## config.mk

```make
export PLATFORM = sky130hd
export DESIGN_NAME = satatrn_txsched_flat
export DESIGN_NICKNAME = d
export VERILOG_FILES = /design/src/rtl/satatrn_txsched_if.sv /design/src/rtl/satatrn_txsched.sv /design/src/flat_wrapper.sv
export SDC_FILE = /design/constraint.sdc
export NUM_CORES = 1
export LEC_CHECK = 0
export CORE_AREA = 4 4 91 93
export DETAILED_ROUTE_END_ITERATION = 10
export DIE_AREA = 0 0 95 97
export PLACE_DENSITY = 0.86
export SYNTH_ARGS = -nofsm -noshare
export SYNTH_HDL_FRONTEND = slang
export SYNTH_SLANG_ARGS = --single-unit
export TNS_END_PERCENT = 50
```

## constraint.sdc

```tcl
create_clock -name i_clk -period 3.72 [get_ports i_clk]
set_input_delay 0.93 -clock i_clk [delete_from_list [all_inputs] [get_ports i_clk]]
set_output_delay 0.93 -clock i_clk [all_outputs]
set_load 0.01 [all_outputs]
```

## src/rtl/satatrn_txsched_if.sv

```systemverilog
// satatrn_txsched_if: data-path bundle between the command engine, the write
// scheduler and the transport TX arbiter data port.
//
// Signal names are given from the scheduler's point of view:
//   i_dma_activate  RX path -> scheduler, one-cycle DMA Activate FIS pulse
//   o_txgate        scheduler -> arbiter, permits a DATA FIS to open
//   i_valid/o_ready/i_data          upstream stream (command engine side)
//   o_valid/i_ready/o_data/o_last   downstream stream (arbiter side)
//
// master: the surrounding environment; slave: the scheduler.
interface satatrn_txsched_if;
    logic        i_dma_activate;
    logic        o_txgate;
    logic        i_valid;
    logic        o_ready;
    logic [31:0] i_data;
    logic        o_valid;
    logic        i_ready;
    logic [31:0] o_data;
    logic        o_last;

    modport master (
        output i_dma_activate, i_valid, i_data, i_ready,
        input  o_txgate, o_ready, o_valid, o_data, o_last
    );

    modport slave (
        input  i_dma_activate, i_valid, i_data, i_ready,
        output o_txgate, o_ready, o_valid, o_data, o_last
    );
endinterface

```

## src/rtl/satatrn_txsched.sv

```systemverilog
// satatrn_txsched: transport-layer write-data scheduler.
//
// Paces a write command into DATA FIS payloads of at most 2^LGMAXFIS dwords.
// Each payload is released only after a DMA Activate FIS; the wait for it is
// bounded by 2^LGTIMEOUT clocks.
//
// Ports:
//   i_clk, i_reset   clock, synchronous active-high reset
//   i_start, i_len   begin a transfer of i_len dwords (sampled in IDLE)
//   i_abort          cancel the transfer, highest priority
//   o_busy           state is not IDLE
//   o_done, o_err    one-cycle completion / DMA Activate timeout pulses
//   bus              data path and TX gate (see satatrn_txsched_if)
module satatrn_txsched #(
    parameter int unsigned LGLEN     = 23,
    parameter int unsigned LGMAXFIS  = 11,
    parameter int unsigned LGTIMEOUT = 20
) (
    input  logic             i_clk,
    input  logic             i_reset,
    input  logic             i_start,
    input  logic [LGLEN-1:0] i_len,
    input  logic             i_abort,
    output logic             o_busy,
    output logic             o_done,
    output logic             o_err,
    satatrn_txsched_if.slave bus
);

    localparam int unsigned          CW        = LGMAXFIS + 1;
    localparam logic [LGLEN-1:0]     MAX_FIS   = LGLEN'(1) << LGMAXFIS;
    localparam logic [CW-1:0]        CHUNK_ONE = CW'(1);
    localparam logic [LGLEN-1:0]     REM_ONE   = LGLEN'(1);
    localparam logic [LGTIMEOUT-1:0] TMO_MAX   = '1;

    typedef enum logic [1:0] {
        StIdle,
        StWaitAct,
        StSend,
        StDone
    } state_e;

    state_e               state_q, state_d;
    logic [LGLEN-1:0]     remaining_q, remaining_d;
    logic [CW-1:0]        chunk_q, chunk_d;
    logic [LGTIMEOUT-1:0] tmo_q, tmo_d;
    logic                 last_q;

    logic done, err, txgate, valid, ready;

    always_comb begin
        state_d     = state_q;
        remaining_d = remaining_q;
        chunk_d     = chunk_q;
        tmo_d       = tmo_q;
        done        = 1'b0;
        err         = 1'b0;
        txgate      = 1'b0;
        valid       = 1'b0;
        ready       = 1'b0;

        case (state_q)
            StIdle: begin
                if (i_start) begin
                    if (i_len != '0) begin
                        remaining_d = i_len;
                        tmo_d       = '0;
                        state_d     = StWaitAct;
                    end else begin
                        state_d = StDone;
                    end
                end
            end

            StWaitAct: begin
                tmo_d = tmo_q + LGTIMEOUT'(1);
                // Activate wins over a simultaneous terminal count.
                if (bus.i_dma_activate) begin
                    chunk_d = (remaining_q > MAX_FIS) ? CW'(MAX_FIS) : CW'(remaining_q);
                    state_d = StSend;
                end else if (tmo_q == TMO_MAX) begin
                    err     = 1'b1;
                    state_d = StIdle;
                end
            end

            StSend: begin
                txgate = 1'b1;
                valid  = bus.i_valid;
                ready  = bus.i_ready;
                if (bus.i_valid && bus.i_ready) begin
                    chunk_d     = chunk_q - CHUNK_ONE;
                    remaining_d = remaining_q - REM_ONE;
                    if (chunk_q == CHUNK_ONE) begin
                        if (remaining_q == REM_ONE) begin
                            state_d = StDone;
                        end else begin
                            tmo_d   = '0;
                            state_d = StWaitAct;
                        end
                    end
                end
            end

            StDone: begin
                done    = 1'b1;
                state_d = StIdle;
            end

            default: state_d = StIdle;
        endcase

        // Abort overrides everything: no beat, no pulse, counters untouched.
        if (i_abort) begin
            state_d     = StIdle;
            remaining_d = remaining_q;
            chunk_d     = chunk_q;
            done        = 1'b0;
            err         = 1'b0;
            valid       = 1'b0;
            ready       = 1'b0;
        end
    end

    always_ff @(posedge i_clk) begin
        if (i_reset) begin
            state_q     <= StIdle;
            remaining_q <= '0;
            chunk_q     <= '0;
            tmo_q       <= '0;
            last_q      <= 1'b0;
        end else begin
            state_q     <= state_d;
            remaining_q <= remaining_d;
            chunk_q     <= chunk_d;
            tmo_q       <= tmo_d;
            // Registered look-ahead of chunk==1 so o_last carries no compare path.
            last_q      <= (state_d == StSend) && (chunk_d == CHUNK_ONE);
        end
    end

    assign o_busy       = (state_q != StIdle);
    assign o_done       = done;
    assign o_err        = err;
    assign bus.o_txgate = txgate;
    assign bus.o_valid  = valid;
    assign bus.o_ready  = ready;
    assign bus.o_data   = bus.i_data;
    assign bus.o_last   = last_q;

endmodule

```

## src/flat_wrapper.sv

```systemverilog
// flat-port wrapper written by rule: the top's interface ports become plain ports
module satatrn_txsched_flat 
#(
    parameter int unsigned LGLEN     = 23,
    parameter int unsigned LGMAXFIS  = 11,
    parameter int unsigned LGTIMEOUT = 20
)
  (i_clk, i_reset, i_start, i_len, i_abort, o_busy, o_done, o_err, bus_i_dma_activate, bus_i_valid, bus_i_data, bus_i_ready, bus_o_txgate, bus_o_ready, bus_o_valid, bus_o_data, bus_o_last);
  satatrn_txsched_if bus_i ();
  input  logic i_clk;
  input  logic i_reset;
  input  logic i_start;
  input  logic [LGLEN-1:0] i_len;
  input  logic i_abort;
  output logic o_busy;
  output logic o_done;
  output logic o_err;
  input wire logic [$bits(bus_i.i_dma_activate)-1:0] bus_i_dma_activate;
  input wire logic [$bits(bus_i.i_valid)-1:0] bus_i_valid;
  input wire logic [$bits(bus_i.i_data)-1:0] bus_i_data;
  input wire logic [$bits(bus_i.i_ready)-1:0] bus_i_ready;
  output wire logic [$bits(bus_i.o_txgate)-1:0] bus_o_txgate;
  output wire logic [$bits(bus_i.o_ready)-1:0] bus_o_ready;
  output wire logic [$bits(bus_i.o_valid)-1:0] bus_o_valid;
  output wire logic [$bits(bus_i.o_data)-1:0] bus_o_data;
  output wire logic [$bits(bus_i.o_last)-1:0] bus_o_last;
  assign bus_i.i_dma_activate = bus_i_dma_activate;
  assign bus_i.i_valid = bus_i_valid;
  assign bus_i.i_data = bus_i_data;
  assign bus_i.i_ready = bus_i_ready;
  assign bus_o_txgate = bus_i.o_txgate;
  assign bus_o_ready = bus_i.o_ready;
  assign bus_o_valid = bus_i.o_valid;
  assign bus_o_data = bus_i.o_data;
  assign bus_o_last = bus_i.o_last;
  satatrn_txsched #(.LGLEN(LGLEN), .LGMAXFIS(LGMAXFIS), .LGTIMEOUT(LGTIMEOUT)) u_core (.i_clk(i_clk), .i_reset(i_reset), .i_start(i_start), .i_len(i_len), .i_abort(i_abort), .o_busy(o_busy), .o_done(o_done), .o_err(o_err), .bus(bus_i));
endmodule
```

After elaboration in Yosys (flattened, before gate mapping)
Index checks and enable logic that the tools add are counted.

Flip-flop bits (word level): 58. Word-level logic and storage cells: 67. Output and inout port bits: 39.

Add/sub/neg operators: 3. Bitwise logic cells: 1. $lt $le $gt $ge: 1. Reduce and logical (&&, ||, !) cells: 9. Eq/ne operators: 13. Mux-type cells: 35.

Operators by type and width (count): $mux W20 (5); $mux W23 (3); $pmux W20 S3 (1); $mux W12 (4); $pmux W23 S2 (1); $eq A12 B1 Y1 const B (2); $pmux W12 S2 (1); $eq A23 B1 Y1 const B (1); $gt A23 B12 Y1 const B (1); $reduce_bool A23 Y1 (1); $sub A23 B1 Y23 const B (1); $add A20 B1 Y20 const B (1); $eq A20 B20 Y1 const B (1); $mux W2 (8); $sub A12 B1 Y12 const B (1); $mux W1 (11); $pmux W2 S4 (1); $eq A2 B2 Y1 const B (3); $ne A2 B1 Y1 const B (3); $reduce_and A6 Y1 (1); $reduce_and A5 Y1 (1); $ne A2 B2 Y1 const B (2); $reduce_bool A2 Y1 (2); $reduce_bool A3 Y1 (1); 4 further kinds (5).

Longest topological paths before layout
Word-level depth: 8. Mapped depth: 10. Gate-level depth less buffers: 9.

Worst setup path before layout
Ideal clock, no wire load.

Path type: input-to-reg. Start point: in i_abort. End point: reg u_core.last_q (netlist: u_core.bus.o_last). Setup slack: 1024 ps. Stages on the path: 7. Arrival: 2634 ps. Data required time: 3659 ps. Cell sequence: and2b_1 nand2_1 or4b_1 a32oi_1 nand4_1 a2111oi_1 and4_1.

Word-level cells in the longest chain between the ends: 3.

Ends and longest elaborated chain: start, declared (RTL line flat_wrapper.sv:14) `input logic i_abort;`; $mux W12 or $mux W2 (tied branches) (RTL line satatrn_txsched.sv:114) `if (i_abort) begin`; $eq A12 B1 Y1 or $eq A2 B2 Y1 (tied branches) (RTL line satatrn_txsched.sv:138) `last_q <= (state_d == StSend) && (chunk_d == CHUNK_ONE);`; $logic_and A1 B1 Y1 * (RTL line satatrn_txsched.sv:138); end signal, assigned (RTL line satatrn_txsched.sv:138); end, declared (RTL line satatrn_txsched.sv:47) `logic last_q;`.

Mark *: on every way between the ends. The rest lies on a longest branch, timed or not. A chain may end at the register's enable or synchronous reset.

Worst setup path after layout
Start point: reg u_core.tmo_q[0]. End point: out o_err.

Word-level cells in the longest chain between the ends: 5.

Ends and longest elaborated chain: start, declared (RTL line satatrn_txsched.sv:46) `logic [LGTIMEOUT-1:0] tmo_q, tmo_d;`; start signal, assigned (RTL line satatrn_txsched.sv:136) `tmo_q <= tmo_d;`; $eq A20 B20 Y1 (RTL line satatrn_txsched.sv:81) `end else if (tmo_q == TMO_MAX) begin`; $mux W1 (RTL line satatrn_txsched.sv:81); $mux W1 (RTL line satatrn_txsched.sv:78) `if (bus.i_dma_activate) begin`; $mux W1 (RTL line satatrn_txsched.sv:62) `case (state_q)`; $mux W1 (RTL line satatrn_txsched.sv:114); end, declared (RTL line flat_wrapper.sv:17) `output logic o_err;`.

Every way passes these cells.

==> results.ini <==
[outcome]
status=completed

[setup_path]
crit_path_start_kind=register
critical_path_class=register to output port
end_kind=output port
worstPathArrival_ns=2.57
r2r_cells=9
cp_max_fo=5
cp.required_ns=2.79

[final_layout]
drive_gt1_frac=0.0830
syn_to_final_growth_pct=10.5
antenna_cells=0
fin_nets=599
final_area_mm2=0.00440

[sta]
tightest_slew_ns=0.942
hold_viol_final=0
rsz0062_at_grt=false
setup_viol=0
slew_violations=0
post-route-min-period_ns=3.50
post-route-period-util=0.940
relSlewSlack=0.371
hold_slack_ns=0.485
tns_ns=0
skew_ns=0.0114
setup_ws_ns=0.223
fmax_mhz=286

[synthesis]
synth.yosys.warnings=0
async_flop_share=0
avgSynthCellArea_um2=7.54
synthCells=528
synth_ff_type=dfxtp_1
synth_mux_area_frac=0.00566
synth_top_family_by_area=simple AND/OR/NAND/NOR gates
synth_edf_count=0
ys_types=66
synth_area_mm2=0.00398
synthAdderAreaFrac=0.0377
synthSimpleGateAreaFrac=0.314
ys_seq_area_frac=0.292
synth_xor_area_frac=0.0242
syn_nets=602
ys_seq_elements=58
synth-compound-area-share=0.222

[global_routing]
grt_start_max_net_pins=43
grt_usage=0.238
grt.overflow.total=0
antenna_found_initial=0
grt_pass1_vias=3693
grt_pass1_wl_um=17700

[detailed_routing]
totalWireLength_um=11000
drt-initial-drc-count=341
drc=0
routed_via_density=6.36
drtAntennaViolNets=0
firstDrtPassIters=5
vias=4017
post_drt_wl_per_cell_um=17.3

[clocking]
numClockSinks=58
cts_buffers=9
cts-root-buf=clkbuf_8
cts_tree=done
cts.reportedPaths.clkPinSlew_ns=0.07
clkLatencyLatePin_ns=0.35
htreeDepth=3
clockBufferDepth=2
cts_setup_buffers=0

[power_and_ir_drop]
p_leak_uw=0.00153
ir_drop_uv=211
power.density_mw_per_mm2=361

[place]
gp_congestion=0.927
pre_cts_ws_ns=0.267
io_buffers=36
placed_cell_area_mm2=0.00419
dp_hpwl_um=7970

[hold_path]
hp-class=register to register
worstHoldPathCells=2

[die]
die_h_um=97
die_x_um=95
initial_core_util=0.529
io_pins=101
core.rowCount=32
dieArea_mm2=0.00922
core_mm2=0.00753

[flow_run]
maxCapViolCount=0

layout make-up:
cell class | instances | area [um2]
sequential | 58 | 1160
clock buffer | 10 | 138
multi-input combinational | 395 | 2420
timing repair buffer | 45 | 428
tap | 102 | 128
inverter | 16 | 60.1
fill | 704 | 3130
clock inverter | 6 | 66.3
final timing paths:
path	startpoint	endpoint	slack [ns]
worst min register to register	u_core.tmo_q[1]$_SDFFE_PP0P_	u_core.tmo_q[1]$_SDFFE_PP0P_	0.48
worst min-delay path	u_core.tmo_q[1]$_SDFFE_PP0P_	u_core.tmo_q[1]$_SDFFE_PP0P_	0.48
worst max register to register	u_core.state_q[0]$_SDFF_PP0_	u_core.bus.o_last$_SDFF_PP0_	0.86
worst max-delay path	u_core.tmo_q[0]$_SDFFE_PP0P_	o_err	0.22
through the flow:
step / power, uW / instances / utilization
after global placement: 978 / 616 / 0.556
after floorplan: 922 / 528 / -
final: 1590 / 632 / 0.584
after CTS: 1580 / 632 / 0.583
after global routing: 1650 / 632 / 0.584
after detailed placement: 990 / 616 / 0.556
cells in the mapped netlist, drive strengths merged (12+ instances only):
master / count / area, um2
nand2: 62 / 233
dfxtp: 58 / 1160
nor2: 48 / 180
a21oi: 47 / 239
buf: 40 / 283
nor3: 23 / 115
o21ai: 21 / 105
nand3: 20 / 105
clkbuf: 19 / 72.6
inv: 16 / 60.1
or3: 14 / 92.6
a211oi: 13 / 97.6
nand4: 13 / 81.3
ha: 12 / 150
cell families after synthesis:
family                   after synthesis
AO/OA/AOI/OAI                        136
XOR/XNOR                              11
adder cells (fa/ha/maj)               12
buffers and inverters                 75
flip-flops                            58
multiplexers                           2
AND/OR/NAND/NOR                      234
flip-flops by register name (all words and copies together), names as in the netlist:
signal,flops
u_core.bus.o_last,1
u_core.remaining_q,23
u_core.chunk_q,12
u_core.state_q,2
u_core.tmo_q,20
layout by cell type, fill, tap and decap left out, types with 10 or more instances in the layout:
master	Yosys	layout
o21ai_0	21	21
a21oi_1	46	46
nor2_1	48	48
nand2_1	62	62
or3_1	13	12
nand3_1	19	19
ha_1	12	12
inv_1	16	16
nor3_1	23	21
nand4_1	13	13
a211oi_1	13	13
xor2_1	10	10
o22ai_1	10	10
clkdlybuf4s50_1	0	36
clkbuf_8	0	10
dfxtp_1	58	58
routing by layer:
layer / vias to the layer above / share of wire / global-route usage / wire length (um)
li1: 1912 / - / - / -
met5: - / 0 / 0 / 0
met1: 1871 / 0.41 / 0.310 / 4500
met3: 32 / 0.070 / 0.0443 / 764
met2: 202 / 0.50 / 0.375 / 5430
met4: 0 / 0.024 / 0.111 / 264
what timing repair did:
item,CTS,global route
hold buffers,0,0
endpoints found under the setup margin,0,1
gates resized for setup,0,2
critical path, stage by stage (launching register included):
cell and delay, ns:
dfxtp_1 0.37, ha_1 0.18, nand3_1 0.12, or3_4 0.38
nor3_2 0.22, nand3_1 0.17, nor3_1 0.22, clkdlybuf4s50_1 0.57
report_power, final:
part | leakage [uW] | switching [uW] | internal (uW)
clock | 0.0000945 | 277 | 327
sequential | 0.000471 | 35.4 | 643
combinational | 0.000961 | 183 | 123
total | 0.00153 | 496 | 1090
No activity file was read; power rests on OpenSTA's default activity.
